File: config.mk
export PLATFORM = sky130hd
export DESIGN_NAME = uart_rx_ctrl
export DESIGN_NICKNAME = d
export VERILOG_FILES = /design/src/rtl/uart_rx_ctrl.sv
export SDC_FILE = /design/constraint.sdc
export NUM_CORES = 1
export LEC_CHECK = 0
export CAP_MARGIN = 0
export CORE_ASPECT_RATIO = 1.2
export CORE_MARGIN = 2
export CORE_UTILIZATION = 45
export DETAILED_ROUTE_END_ITERATION = 6
export PLACE_DENSITY = 0.71
export SLEW_MARGIN = 0
export SYNTH_ARGS = -nofsm -noshare
export SYNTH_HDL_FRONTEND = slang
export SYNTH_SLANG_ARGS = --single-unit
File: constraint.sdc
create_clock -name clk -period 5.9 [get_ports clk]
set_input_delay 1.18 -clock clk [delete_from_list [all_inputs] [get_ports clk]]
set_output_delay 1.18 -clock clk [all_outputs]
set_load 0.1 [all_outputs]
File: src/rtl/uart_rx_ctrl.sv
// UART receive controller: gates the receiver, buffers completed bytes in a
// first-word-fall-through FIFO, and tracks overrun, framing and idle-line status.
module uart_rx_ctrl #(
  parameter int FIFO_DEPTH    = 8,
  parameter int TIMEOUT_TICKS = 160,
  parameter int DATA_W        = 8
) (
  input  logic                          clk,
  input  logic                          rstN,
  input  logic                          enable,
  input  logic                          flush,
  input  logic                          clr_status,
  input  logic                          s_tick,
  input  logic                          rx_busy,
  input  logic                          rx_done,
  input  logic                          rx_err,
  input  logic [DATA_W-1:0]             rx_data,
  output logic                          rx_enabled,
  input  logic                          rd_en,
  output logic [DATA_W-1:0]             rd_data,
  output logic                          fifo_empty,
  output logic                          fifo_full,
  output logic [$clog2(FIFO_DEPTH):0]   fifo_count,
  output logic                          overrun,
  output logic                          frame_err,
  output logic                          idle_timeout,
  output logic [1:0]                    state
);

  localparam int PW = $clog2(FIFO_DEPTH);
  localparam int CW = PW + 1;
  localparam int TW = $clog2(TIMEOUT_TICKS + 1);

  typedef enum logic [1:0] {
    DISABLED = 2'd0,
    IDLE     = 2'd1,
    RECV     = 2'd2
  } state_t;

  state_t              state_q, state_d;
  logic                done_q;
  logic                done_rise;
  logic                push_req, push_ok, pop;
  logic [PW-1:0]       wr_ptr, rd_ptr;
  logic [CW-1:0]       count_q;
  logic [DATA_W-1:0]   mem [FIFO_DEPTH];
  logic [TW-1:0]       to_cnt;
  logic                armed_q;
  logic                tick_en;

  // ---------------- control FSM ----------------
  always_ff @(posedge clk or negedge rstN) begin
    if (!rstN) state_q <= DISABLED;
    else       state_q <= state_d;
  end

  always_comb begin
    state_d = state_q;
    if (!enable) begin
      state_d = DISABLED;
    end else begin
      case (state_q)
        DISABLED: state_d = IDLE;
        IDLE:     if (rx_busy)   state_d = RECV;
        RECV:     if (done_rise) state_d = IDLE;
        default:  state_d = DISABLED;
      endcase
    end
  end

  assign rx_enabled = (state_q != DISABLED);
  assign state      = state_q;

  // ---------------- push / pop qualification ----------------
  always_ff @(posedge clk or negedge rstN) begin
    if (!rstN) done_q <= 1'b0;
    else       done_q <= rx_done;
  end

  assign done_rise = rx_done & ~done_q;
  // A done seen while disabled, or in the cycle enable drops, is discarded.
  assign push_req  = done_rise & enable & (state_q != DISABLED);
  assign pop       = rd_en & ~fifo_empty & ~flush;
  // A same-cycle pop frees the slot, so a push into a full FIFO still lands.
  assign push_ok   = push_req & (~fifo_full | pop) & ~flush;

  // ---------------- FIFO ----------------
  always_ff @(posedge clk or negedge rstN) begin
    if (!rstN) begin
      wr_ptr  <= '0;
      rd_ptr  <= '0;
      count_q <= '0;
    end else if (flush) begin
      wr_ptr  <= '0;
      rd_ptr  <= '0;
      count_q <= '0;
    end else begin
      if (push_ok) wr_ptr <= wr_ptr + 1'b1;
      if (pop)     rd_ptr <= rd_ptr + 1'b1;
      case ({push_ok, pop})
        2'b10:   count_q <= count_q + 1'b1;
        2'b01:   count_q <= count_q - 1'b1;
        default: count_q <= count_q;
      endcase
    end
  end

  always_ff @(posedge clk) begin
    if (push_ok) mem[wr_ptr] <= rx_data;
  end

  assign rd_data    = mem[rd_ptr];
  assign fifo_count = count_q;
  assign fifo_empty = (count_q == '0);
  assign fifo_full  = (count_q == CW'(FIFO_DEPTH));

  // ---------------- sticky status ----------------
  always_ff @(posedge clk or negedge rstN) begin
    if (!rstN) begin
      overrun   <= 1'b0;
      frame_err <= 1'b0;
    end else begin
      if (push_req && fifo_full && !pop && !flush) overrun <= 1'b1;
      else if (clr_status)                         overrun <= 1'b0;
      if (push_req && rx_err && !flush)            frame_err <= 1'b1;
      else if (clr_status)                         frame_err <= 1'b0;
    end
  end

  // ---------------- idle-line timeout ----------------
  // Armed by each stored byte; fires once per idle gap.
  assign tick_en = s_tick & (state_q == IDLE) & ~fifo_empty & armed_q;

  always_ff @(posedge clk or negedge rstN) begin
    if (!rstN) begin
      to_cnt       <= '0;
      armed_q      <= 1'b0;
      idle_timeout <= 1'b0;
    end else begin
      idle_timeout <= 1'b0;
      if (push_ok) armed_q <= 1'b1;
      if (rx_busy || push_req || flush || (state_q != IDLE)) begin
        to_cnt <= '0;
      end else if (tick_en) begin
        if (to_cnt == TW'(TIMEOUT_TICKS - 1)) begin
          to_cnt       <= '0;
          armed_q      <= 1'b0;
          idle_timeout <= 1'b1;
        end else begin
          to_cnt <= to_cnt + 1'b1;
        end
      end
    end
  end

endmodule

==> flow_results.org <==
** Synthesis
- Post-Synthesis Cell Area :: 0.003844 mm^2
- Multiplexer fraction of the synthesized cell area :: 0.1370
- In this run, synthesis inferred between 60 and 70 flip-flops with an integrated enable.
- Most used DFF post-synth :: edfxtp_1
- Of all flip-flops after synthesis, the portion carrying an async set or reset was 0.2809.
- Counting every instance in the synthesized netlist gives 240.
- In this run, synthesis produced a sequential element count of between 80 and 90.
- Part of the Yosys area used for sequential elements :: 0.6628
- Synth Warn # :: 0
- Mean Syn Cell Area :: roughly 16 um^2
- By area, the combinational part of the netlist is dominated by multiplexers.
- When the netlist entered floorplanning its net count stood at 263.
- The share of the synthesized area in compound gates (AO/OA/AOI/OAI) came to 0.04167.
- Of the total synthesized cell area, the portion taken by AND, OR, NAND and NOR gates is 0.1113.
- Adder and majority gate portion of the synthesized area :: 0.01628
- Distinct cells, synth :: 47
- Of the total synthesized cell area, the portion taken by XOR and XNOR cells is 0.01823.

** Setup path
- Worst path slowest cell :: clkdlybuf4s50_1
- The worst setup path is launched from a flop.
- Minimum setup slack among reg-to-reg paths :: just under 3 ns
- Source of the worst register-to-register timing path :: fifo_count[0]
- The critical path goes through buf_4 -> mux4_2 -> mux2_2 -> clkdlybuf4s50_1.
- Arr. time, crit path :: between 3 and 4 ns
- Along the worst path, the maximum fanout reaches 14.
- Dominant delay contributor by cell family on the critical path :: buffers and inverters
- Type of the worst setup path :: flop to output port
- Data required, critical path :: around 4.7 ns
- Setup crit end kind :: output port
- Tracing the worst setup path back leads to its startpoint at rd_ptr[0].
- For this run, the slowest stage of the critical path takes 0.96 ns.
- Counting both buffers and inverters, the worst setup path holds a total of 2.

** Clock tree
- The H-tree was split into 3 levels.
- At the later pin of the worst-skew pair, clock insertion delay measures 0.35 ns.
- Post-CTS repair timing setup buffer count :: 0
- In this run, CTS created clock tree buffers numbering 9.
- CTS Hold Bufs :: 0
- Post-CTS Resized :: 0
- Clock transition at the register clock pins on the worst setup and hold paths after CTS :: around 0.08 ns
- Root Driver :: clkbuf_8
- Clock net sink count :: 89
- TritonCTS clock tree :: done
- Maximum number of buffers from clock root to sink :: 2

** Timing
- Final Slew Violations :: 0
- Setup repair after global routing left no endpoint under its margin.
- Crit path time final :: between 4 and 5 ns
- Final Cycle Share :: 0.7562
- Slew headroom :: 0.2032
- The final count of hold timing violations was 0.
- On the final layout, the worst clock skew is 0.005589 ns.
- Slew of the pin with the lowest slew margin :: approximately 1.2 ns
- Final setup viols :: 0
- Adding up every negative setup slack in the final design gives 0 ns.
- Highest clock rate :: about 0.22 GHz

** Cells and area
- Antenna diode count :: 0
- Leaving out filler cells and counting taps, the final layout contains 400.
- Counting the fill cells in the layout gives ~700.
- In the final layout, the share of cells above drive strength 1 is 0.1748.
- Area of the multi-input gates :: 0.001247 mm^2
- Total non-filler cell area in the finished layout :: approximately 0.0045 mm^2
- Register Area :: 0.002547 mm^2
- For this run, the post-layout net count is 305.
- Core occupancy in the finished layout :: 0.5473
- Layout-stage area growth over the synthesis result :: 16.73%

** Die
- For this configuration, the core starts out at a cell density of 0.4689.
- Y dimension of the die :: between 100 and 150 um
- Floorplan Core Area :: ~0.0082 mm^2
- Number of top-level pins :: 38
- Chip width :: around 88 um
- The die covers a little over 0.009 mm^2.
- After floorplanning, the core was divided into 36 placement rows.

** Detailed routing
- Post-detailed-route count of antenna-violating nets :: 0
- Number of search-and-repair iterations in the first detailed-routing pass :: 4
- Dividing the detail-routed wire length by the instance count gives ~17 um.
- Vias per std cell :: 5.210
- Overall routed net length :: 6777 um
- Detailed-route via count :: about 2100
- In this run, the number of DRC markers left after iteration 0 of detailed routing was between 60 and 70.
- DR DRC count :: 0

** Power and ir drop
- Of the total power, the share spent switching nets is 0.3754.
- Total Power :: ~1700 uW
- Of the total power, the clock network draws 0.204.
- For this design the ratio of total power to cell area is between 300 and 400 mW/mm^2.
- Fraction of power consumed by combinational cells :: 0.349
- Internal power of the cells :: between 1000 and 1500 uW
- In this run the power spent charging and discharging nets is about 630 uW.
- Of the total power, registers draw 0.447.
- Across the VDD grid, the largest voltage drop is between 0.2 and 0.25 mV.
- Summed over all cells, the static leakage comes to approximately 0.0015 uW.

** GRT
- The initial antenna violation count came to 0.
- Largest net degree at the start of global routing :: 26
- Global routing finished with a remaining overflow of 0.
- Global-route track usage on met1 :: 0.2082
- For met2 alone, demand over resource in global routing was 0.2626.
- Global route hottest layer :: met2
- Global-route wire length before repair :: 11120 um
- All-Layer GR Usage :: 0.1623
- Vias in the first global route :: around 2200
- GR Layer Usage met3 :: 0.05325

** Place
- Summing all placed instances gives a cell area of about 0.0043 mm^2.
- HPWL reported at the end of detailed placement :: 4598 um
- At the end of routability-driven placement, the weighted congestion stood at roughly 0.75.
- Total of buffers placed on input and output ports :: 37
- Including well taps, the total number of placed cells is roughly 390.

** Run status
- The flow ran to the end, and the final reports show no timing, DRC or antenna violations.

** Flow run
- # Max-Cap Violations :: 0

** Hold path
- The min-delay analysis places its worst path in the category flop to flop.
- Hold Crit Start :: frame_err
[cell usage after synthesis, types with 2 or more instances]
master	count	area (um^2)
edfxtp_1	64	1922
dfrtp_1	25	625.6
nor2_1	25	93.84
mux4_2	16	360.4
mux2_2	10	112.6
nand2_1	10	37.54
nand2b_1	6	37.54
nand3_1	6	30.03
ha_1	5	62.56
inv_1	5	18.77
xor2_1	5	43.79
a21oi_1	4	20.02
nor2b_1	4	25.02
o21ai_0	4	20.02
buf_2	3	15.01
mux2_1	3	33.78
nand3b_1	3	22.52
nor3_1	3	15.01
xnor2_1	3	26.28
a211oi_4	2	40.04
and3_1	2	12.51
buf_1	2	7.510
clkbuf_1	2	7.510
mux2i_1	2	20.02
o21a_1	2	15.01
o31ai_1	2	15.01
or3_1	2	12.51
[worst reg2reg max path, delay by kind of cell, from the launching register on]
family | cells | cell delay (ns)
mux | 1 | 0.36
fa+ha+maj | 1 | 0.36
simple gates | 5 | 1.06
flops | 1 | 0.47
compound gates | 3 | 0.59
[power by group through the flow]
stage | registers (uW) | logic, uW | clock network [uW]
floorplan | 796 | 418 | 0
global placement | 760 | 581 | 0
detailed placement | 761 | 585 | 0
CTS | 747 | 587 | 351
global route | 754 | 614 | 380
finish | 746 | 582 | 340
[layer usage]
layer / vias up / share of wire / routed length [um]
met2: 47 / 0.50 / 3415
met4: 0 / 0.010 / 70
met3: 8 / 0.037 / 248
met5: - / 0 / 0
met1: 1036 / 0.45 / 3043
li1: 993 / - / -
[stage by stage]
stage | setup slack (ns) | hold WS [ns]
6_report | 1.439 | 0.5173
5_1_grt | 1.236 | 0.5246
4_1_cts | 1.365 | 0.5195
3_5_place_dp | 1.456 | 0.4883
3_3_place_gp | 1.610 | 0.4932
2_1_floorplan | 1.787 | 0.4941
[kinds of logic (layout without fill, tap and decap cells)]
family / after synthesis / in the layout
DFF: 89 / 89
and+or+nand+nor: 75 / 75
muxes: 31 / 31
AOI/OAI and AO/OA: 20 / 20
buffers and inverters: 12 / 58
xor gates and xnor gates: 8 / 8
adders and majority gates: 5 / 5
[layout make-up]
| cell class | instances | area share |
|---|---|---|
| clock inverter | 4 | 0.004741 |
| multi-input combinational | 139 | 0.2780 |
| clock buffer | 11 | 0.02928 |
| inverter | 5 | 0.004183 |
| sequential | 89 | 0.5678 |
| timing repair buffer | 38 | 0.08422 |
| tap | 114 | 0.03179 |
[flip-flops by register name, summed over array words and instances (netlist names)]
register	cells
armed_q	1
done_q	1
fifo_count	4
frame_err	1
idle_timeout	1
mem	64
overrun	1
rd_ptr	3
state	2
to_cnt	8
wr_ptr	3
[final timing paths]
| kind | to | cells past startpoint |
|---|---|---|
| max in group asynchronous | frame_err | 1 |
| worst min-delay path | frame_err | 1 |
| worst max-delay path | rd_data[0] | 4 |
| worst min register to register | frame_err | 1 |
| min in group asynchronous | to_cnt[2] | 1 |
| worst max register to register | fifo_count[3] | 10 |
[cells in the final DEF, fill, tap and decap left out, drive strengths merged, types with 2 or more instances in the layout]
cell / synthesis / routed
a211oi: 2 / 2
a21oi: 4 / 4
and2: 2 / 2
and3: 3 / 3
clkbuf: 2 / 11
clkdlybuf4s50: 0 / 37
clkinv: 0 / 3
dfrtp: 25 / 25
edfxtp: 64 / 64
ha: 5 / 5
inv: 5 / 5
mux2: 13 / 13
mux2i: 2 / 2
mux4: 16 / 16
nand2: 11 / 11
nand2b: 6 / 6
nand3: 6 / 6
nand3b: 3 / 3
nor2: 25 / 25
nor2b: 5 / 5
nor3: 3 / 3
nor4b: 2 / 2
o21a: 2 / 2
o21ai: 4 / 4
o31ai: 2 / 2
or3: 3 / 3
xnor2: 3 / 3
xor2: 5 / 5
No activity file was read; power rests on OpenSTA's default activity.
